===== src/rtl/fir_pkg.sv =====
// Shared constants and state encoding for the FIR engine sequencer.
package fir_pkg;
  localparam int         TAPE_NUM    = 11;
  localparam int         WORD_STRIDE = 4;
  localparam logic [3:0] WE_ALL      = 4'hF;

  typedef enum logic [2:0] {
    IDLE, CLEAR, WAIT_SS, MAC, OUT, DONE
  } state_t;
endpackage


===== src/rtl/fir_addr_gen.sv =====
// Circular write pointer and tap counter; turns indices into BRAM byte addresses.
module fir_addr_gen
  import fir_pkg::*;
#(
  parameter int pADDR_WIDTH = 12,
  parameter int Tape_Num    = TAPE_NUM,
  parameter int IDX_W       = $clog2(Tape_Num + 1)
) (
  input  logic                   axis_clk,
  input  logic                   axis_rst,
  input  logic                   wptr_clr,
  input  logic                   wptr_inc,
  input  logic                   k_clr,
  input  logic                   k_inc,
  output logic                   k_last,
  output logic                   k_end,
  output logic [pADDR_WIDTH-1:0] k_addr,
  output logic [pADDR_WIDTH-1:0] rd_addr,
  output logic [pADDR_WIDTH-1:0] wr_addr
);
  localparam logic [pADDR_WIDTH-1:0] STRIDE = pADDR_WIDTH'(WORD_STRIDE);
  localparam logic [IDX_W-1:0]       N_IDX  = IDX_W'(Tape_Num);

  logic [IDX_W-1:0] k, wptr, rd_idx;

  always_ff @(posedge axis_clk) begin
    if (axis_rst) begin
      k    <= '0;
      wptr <= '0;
    end else begin
      if (k_clr)      k <= '0;
      else if (k_inc) k <= k + IDX_W'(1);
      if (wptr_clr)      wptr <= '0;
      else if (wptr_inc) wptr <= (wptr == N_IDX - IDX_W'(1)) ? '0 : wptr + IDX_W'(1);
    end
  end

  // (wptr - k) mod Tape_Num; the intermediate may exceed the index range but the result never does
  assign rd_idx  = (wptr >= k) ? wptr - k : wptr + N_IDX - k;
  assign k_last  = (k == N_IDX - IDX_W'(1));
  assign k_end   = (k == N_IDX);
  assign k_addr  = pADDR_WIDTH'(k) * STRIDE;
  assign rd_addr = pADDR_WIDTH'(rd_idx) * STRIDE;
  assign wr_addr = pADDR_WIDTH'(wptr) * STRIDE;
endmodule


===== src/rtl/fir_engine_ctrl.sv =====
// FIR sequencer: stream in, walk tap/data BRAMs, stream out, tap port arbitration.
// Optional ss_tlast consistency check under FIR_ENGINE_CTRL_TLAST_CHECK_EN.
module fir_engine_ctrl
  import fir_pkg::*;
#(
  parameter int pADDR_WIDTH = 12,
  parameter int pDATA_WIDTH = 32,
  parameter int Tape_Num    = TAPE_NUM
) (
  input  logic                   axis_clk,
  input  logic                   axis_rst,
  input  logic                   ap_start,
  input  logic                   ap_done_clr,
  input  logic [31:0]            data_length,
  output logic                   ap_idle,
  output logic                   ap_done,
  input  logic                   ss_tvalid,
  output logic                   ss_tready,
  input  logic [pDATA_WIDTH-1:0] ss_tdata,
  input  logic                   ss_tlast,
  output logic                   sm_tvalid,
  input  logic                   sm_tready,
  output logic [pDATA_WIDTH-1:0] sm_tdata,
  output logic                   sm_tlast,
  input  logic [pDATA_WIDTH-1:0] mac_result,
  output logic                   mac_clr,
  output logic                   mac_en,
  input  logic                   cfg_tap_req,
  input  logic                   cfg_tap_we,
  input  logic [pADDR_WIDTH-1:0] cfg_tap_addr,
  input  logic [pDATA_WIDTH-1:0] cfg_tap_wdata,
  output logic                   cfg_tap_gnt,
  output logic [3:0]             tap_WE,
  output logic                   tap_EN,
  output logic [pADDR_WIDTH-1:0] tap_A,
  output logic [pDATA_WIDTH-1:0] tap_Di,
  output logic [3:0]             data_WE,
  output logic                   data_EN,
  output logic [pADDR_WIDTH-1:0] data_A,
  output logic [pDATA_WIDTH-1:0] data_Di,
  output logic                   err_tlast
);
  state_t state, nxt;
  logic [31:0] len_r, out_cnt;
  logic        out_vld, issue, issue_q;
  logic        wptr_clr, wptr_inc, k_clr, k_inc, k_last, k_end;
  logic [pADDR_WIDTH-1:0] k_addr, rd_addr, wr_addr;
  logic        start_acc, last_out;

  fir_addr_gen #(.pADDR_WIDTH(pADDR_WIDTH), .Tape_Num(Tape_Num)) u_addr (
    .axis_clk, .axis_rst, .wptr_clr, .wptr_inc, .k_clr, .k_inc,
    .k_last, .k_end, .k_addr, .rd_addr, .wr_addr
  );

  assign start_acc = (state == IDLE) && ap_start;
  assign last_out  = (out_cnt == len_r - 32'd1);
  assign ap_idle   = (state == IDLE);
  assign sm_tvalid = (state == OUT) && out_vld;
  assign sm_tlast  = sm_tvalid && last_out;
  assign mac_en    = issue_q;

  always_comb begin
    nxt = state;
    ss_tready = 1'b0; mac_clr = 1'b0; issue = 1'b0; cfg_tap_gnt = 1'b0;
    tap_EN = 1'b0; tap_WE = '0; tap_A = '0; tap_Di = '0;
    data_EN = 1'b0; data_WE = '0; data_A = '0; data_Di = '0;
    wptr_clr = 1'b0; wptr_inc = 1'b0; k_clr = 1'b0; k_inc = 1'b0;
    // Outside MAC the AXI-lite side sees the tap port combinationally
    if (state != MAC && cfg_tap_req) begin
      cfg_tap_gnt = 1'b1;
      tap_EN      = 1'b1;
      tap_WE      = cfg_tap_we ? WE_ALL : 4'h0;
      tap_A       = cfg_tap_addr;
      tap_Di      = cfg_tap_wdata;
    end
    case (state)
      IDLE: if (ap_start) begin
        nxt = CLEAR; k_clr = 1'b1; wptr_clr = 1'b1;
      end
      CLEAR: begin
        data_EN = 1'b1; data_WE = WE_ALL; data_A = k_addr; k_inc = 1'b1;
        if (k_last) nxt = (len_r == 32'd0) ? DONE : WAIT_SS;
      end
      WAIT_SS: begin
        ss_tready = 1'b1;
        if (ss_tvalid) begin
          data_EN = 1'b1; data_WE = WE_ALL; data_A = wr_addr; data_Di = ss_tdata;
          mac_clr = 1'b1; k_clr = 1'b1; nxt = MAC;
        end
      end
      MAC: begin
        if (!k_end) begin
          issue = 1'b1; k_inc = 1'b1;
          tap_EN = 1'b1; tap_A = k_addr;
          data_EN = 1'b1; data_A = rd_addr;
        end else begin
          nxt = OUT;
        end
      end
      OUT: if (sm_tvalid && sm_tready) begin
        wptr_inc = 1'b1;
        nxt = (out_cnt + 32'd1 == len_r) ? DONE : WAIT_SS;
      end
      DONE:    nxt = IDLE;
      default: nxt = IDLE;
    endcase
  end

  always_ff @(posedge axis_clk) begin
    if (axis_rst) begin
      state <= IDLE; ap_done <= 1'b0; len_r <= '0; out_cnt <= '0;
      out_vld <= 1'b0; issue_q <= 1'b0; sm_tdata <= '0;
    end else begin
      state   <= nxt;
      issue_q <= issue;
      if (start_acc) begin
        len_r   <= data_length;
        out_cnt <= '0;
      end
      if (state == DONE)                 ap_done <= 1'b1;
      else if (ap_done_clr || start_acc) ap_done <= 1'b0;
      // First OUT cycle lets the final accumulate land before capturing it
      if (state == OUT) begin
        if (!out_vld) begin
          sm_tdata <= mac_result;
          out_vld  <= 1'b1;
        end else if (sm_tready) begin
          out_vld <= 1'b0;
          out_cnt <= out_cnt + 32'd1;
        end
      end
    end
  end

`ifdef FIR_ENGINE_CTRL_TLAST_CHECK_EN
  always_ff @(posedge axis_clk) begin
    if (axis_rst || start_acc) err_tlast <= 1'b0;
    else if (state == WAIT_SS && ss_tvalid && (ss_tlast != last_out)) err_tlast <= 1'b1;
  end
`else
  logic unused_tlast;
  assign unused_tlast = ss_tlast;
  assign err_tlast    = 1'b0;
`endif
endmodule

===== config.mk =====
export PLATFORM = sky130hd
export DESIGN_NAME = fir_engine_ctrl
export DESIGN_NICKNAME = d
export VERILOG_FILES = /design/src/rtl/fir_pkg.sv /design/src/rtl/fir_addr_gen.sv /design/src/rtl/fir_engine_ctrl.sv
export SDC_FILE = /design/constraint.sdc
export NUM_CORES = 1
export LEC_CHECK = 0
export CORE_MARGIN = 5
export CORE_UTILIZATION = 37
export DETAILED_ROUTE_END_ITERATION = 6
export PLACE_DENSITY_LB_ADDON = 0.2
export SYNTH_ARGS = -nofsm -noshare
export SYNTH_HDL_FRONTEND = slang
export SYNTH_SLANG_ARGS = --single-unit

===== constraint.sdc =====
create_clock -name axis_clk -period 4.1 [get_ports axis_clk]
set_input_delay 0.82 -clock axis_clk [delete_from_list [all_inputs] [get_ports axis_clk]]
set_output_delay 0.82 -clock axis_clk [all_outputs]
set_load 0.05 [all_outputs]

==> metrics.md <==
| Metric | Value |
|---|---|
| Largest net degree at the start of global routing | 79 |
| Synth Register Bits | 110 |
| Synth Warn # | 0 |
| Post-CTS Setup Bufs | 0 |
| Fmax | roughly 0.25 GHz |
| First-pass GRT wire length | 40,900 um |
| Antenna violations before repair | 0 |
| Max-cap check violation count | 0 |
| Drt pass-1 iters | 4 |
| R2r startpoint | out_cnt[0]$_SDFF_PP0_ |
| Core footprint | just over 20,000 sq um |
| Setup Skew | ~0.012 ns |
| Remaining antenna violation count | 0 |
| Final GP Congestion | ~0.9 |
| VDD IR max | between 200 and 250 uV |
| Hold Path Class | flop to flop |
| Mapped Cells | between 1k and 1.5k |
| CP Class | flop to primary output |
| Mapped cell area | 7570 sq um |
| Worst-skew pair later-pin latency | around 0.37 ns |
| Initial core utilization | a little under two fifths |
| Hold Startpoint | sm_tdata[11]$_SDFFE_PP0P_ |
| Final core utilization | between 50% and 60% |
| Clk slew on worst S/H paths | 0.08 ns |
| Antenna cell count | 0 |
| Total grt overflow | 0 |
| H-tree depth | 3 |
| Final Critical Period | roughly 4 ns |
| Hold_buf cts | 0 |
| CTS Buf Count | 9 |
| Hold EP | sm_tdata[11]$_SDFFE_PP0P_ |
| CP Max Fanout | 3 |
| Main combinational cell family by area after synthesis | simple AND/OR/NAND/NOR gates |
| Kind of start point of the critical path | flop |
| CTS tree | built |
| Fin. Hold Viols | 0 |
| Share of cells above drive strength 1 | under 10% |
| Netlist cell types | 68 |
| Area Overhead vs Synth | 44.1% |
| Vias per cell | 5.31 |
| WL final | between 20,000 and 30,000 um |
| Hold slack | 0.455 ns |
| Top Ports | about 290 |
| Worst slew pin tran | just under 0.9 ns |
| Overall global routing resource usage | between 20% and 30% |
| Register area share after synthesis | between 20% and 30% |
| Top-area cell type share of the netlist area | between 20% and 30% |
| Clock Sinks | 110 |
| RSZ-0062 raised after global routing | yes |
| Row count | between 50 and 60 |
| Synth top area cells | dfxtp_1 (29%), nand2_1 (9.9%), and3_1 (6.8%), a21oi_1 (6.5%), xnor2_1 (6.0%) |
| Final Cell Area | ~11,000 sq um |
| Slew margin rel. | between 40% and 50% |
| DIE AREA | about 23,000 sq um |
| Die width | approximately 150 um |
| WL per Instance | roughly 16 um |
| Die H | 153 um |
| Placed cell area | roughly 11,000 sq um |
| Mux share of post-synthesis cell area | 1.39% |
| Routed vias | between 8k and 9k |
| Synth top cells by count | nand2_1 (199), dfxtp_1 (110), a21oi_1 (99) |
| Dominant synthesized flop cell | dfxtp_1 |
| Most common cell in the netlist | nand2_1 |
| # DRC | 0 |
| Clock buffer depth | 2 |
| Worst setup EP type | primary output |
| Clock root cell | clkbuf_16 |
| Final setup violating endpoints | 0 |
| Synth Area in Compound Gates | approximately 16% |
| CP Data Required Time | around 3.3 ns |
| Worst r2r dst | state[2]$_SDFFE_PP0P_ |
| Port-buffer cells | around 280 |
| Post-DP HPWL | 19,600 um |
| Arrival time worst endpoint | approximately 3.3 ns |
| Outcome | finished, final reports clean |
| Final period util | between 90% and 100% |
| Fin. max-slew vios | 0 |
| EDFF count, synth | 0 |
| Leak pwr | approximately 4 nW |
| Drt initial violations | ~490 |
| Vias in the first global route | 7,838 |
| Synth Area in XOR/XNOR | 8.91% |
| FF-to-FF setup slack | approximately 0.64 ns |
| R2r worst-path depth | 9 |
| Final-stage net count | about 1.4k |
| Power density over cell area | between 400 and 500 nW/um^2 |
| Synth Area in Adders | ~2.8% |
| Async set or reset register ratio after synthesis | 0% |
| Area leader, netlist | dfxtp_1 |
| Hold Path Cell Cnt | 2 |
| Synth Area per Inst | 7.17 sq um |
| Simple-Gate Fraction of Synth Area | a little over a third |
layer usage:
| metal | wire, um | global-route usage, % | part of all wire, % |
|---|---|---|---|
| met2 | 12600 | 35.5 | 49 |
| met4 | 406 | 4.71 | 1.6 |
| met3 | 2120 | 7.07 | 8.2 |
| met1 | 10600 | 25.7 | 41 |
| met5 | 0 | 0 | 0 |
timing repair:
action / in CTS / in global routing
resized for setup: 8 / 8
gates cloned: 0 / 0
pin swaps: 5 / 0
setup endpoints to repair: 1 / 2
worst max-delay path: stages (launching register included):
cell and delay, ns:
dfxtp_1 0.31, or4_4 0.57, or4b_4 0.53, buf_4 0.16, or2_4 0.24, xor2_1 0.15, a211oi_2 0.26, o22ai_2 0.11
a2111oi_4 0.38, buf_12 0.19
registers in the layout, summed over array words and instances, names as in the netlist, 3 cells and up:
| register | count |
|---|---|
| len_r | 32 |
| out_cnt | 32 |
| sm_tdata | 32 |
| state | 3 |
| u_addr.k | 4 |
| u_addr.wptr | 4 |
final cells by class:
cell class,count,area [sq um]
clock buffer,9,225
clock inverter,7,62.6
fill,1987,9260
inverter,16,60.1
multi-input combinational,839,4990
sequential,110,2200
tap,270,338
timing repair buffer,305,3030
where the power goes:
| part | switching, mW | internal [mW] | total [mW] |
|---|---|---|---|
| clock network | 0.453 | 0.428 | 0.881 |
| registers | 0.128 | 1.16 | 1.29 |
| logic | 1.66 | 1.11 | 2.76 |
cells by family (layout without fill, tap and decap cells):
kind of cell | after synthesis | count (layout)
and+or+nand+nor | 527 | 527
buffers and inverters | 114 | 337
AOI/OAI and AO/OA | 201 | 201
other | 1 | 9
muxes | 10 | 10
xor gates and xnor gates | 77 | 77
adders and majority gates | 15 | 15
DFF | 110 | 110
worst max-delay path by stage:
stage,from,end,slack (ns),cells past startpoint
after floorplan,len_r[2]$_SDFFE_PP0P_,sm_tlast,0.18,10
after global placement,len_r[4]$_SDFFE_PP0P_,sm_tlast,0.18,9
after detailed placement,len_r[4]$_SDFFE_PP0P_,sm_tlast,0.18,9
after CTS,len_r[2]$_SDFFE_PP0P_,sm_tlast,0.00008,9
after global routing,len_r[2]$_SDFFE_PP0P_,sm_tlast,-0.11,9
final,len_r[2]$_SDFFE_PP0P_,sm_tlast,0.03,9
cell usage in the layout, fill, tap and decap left out, drive strengths merged, types with 8 or more instances in the layout:
| cell type | instances |
|---|---|
| a31oi | 8 |
| or2 | 10 |
| clkdlybuf4s50 | 246 |
| ha | 12 |
| nand4 | 14 |
| clkbuf | 9 |
| nor4 | 20 |
| dfxtp | 110 |
| xnor2 | 52 |
| a211oi | 8 |
| nand2b | 8 |
| or3 | 10 |
| nor2 | 71 |
| nand3 | 35 |
| o21ai | 39 |
| and3 | 82 |
| buf | 59 |
| xor2 | 25 |
| a21oi | 99 |
| inv | 20 |
| nand2 | 199 |
| conb | 9 |
| nor3 | 33 |
metrics by stage:
stage                     setup TNS (ns)  power, mW  std cells  setup slack (ns)
final                                  0       4.93       1556            0.0263
after global routing              -0.113       5.24       1556            -0.113
after CTS                              0       4.94       1556         0.0000839
after detailed placement               0       4.00       1540             0.182
after global placement                 0       3.99       1540             0.181
after floorplan                        0       3.12       1063             0.176
Power figures use the tool's default switching activity.
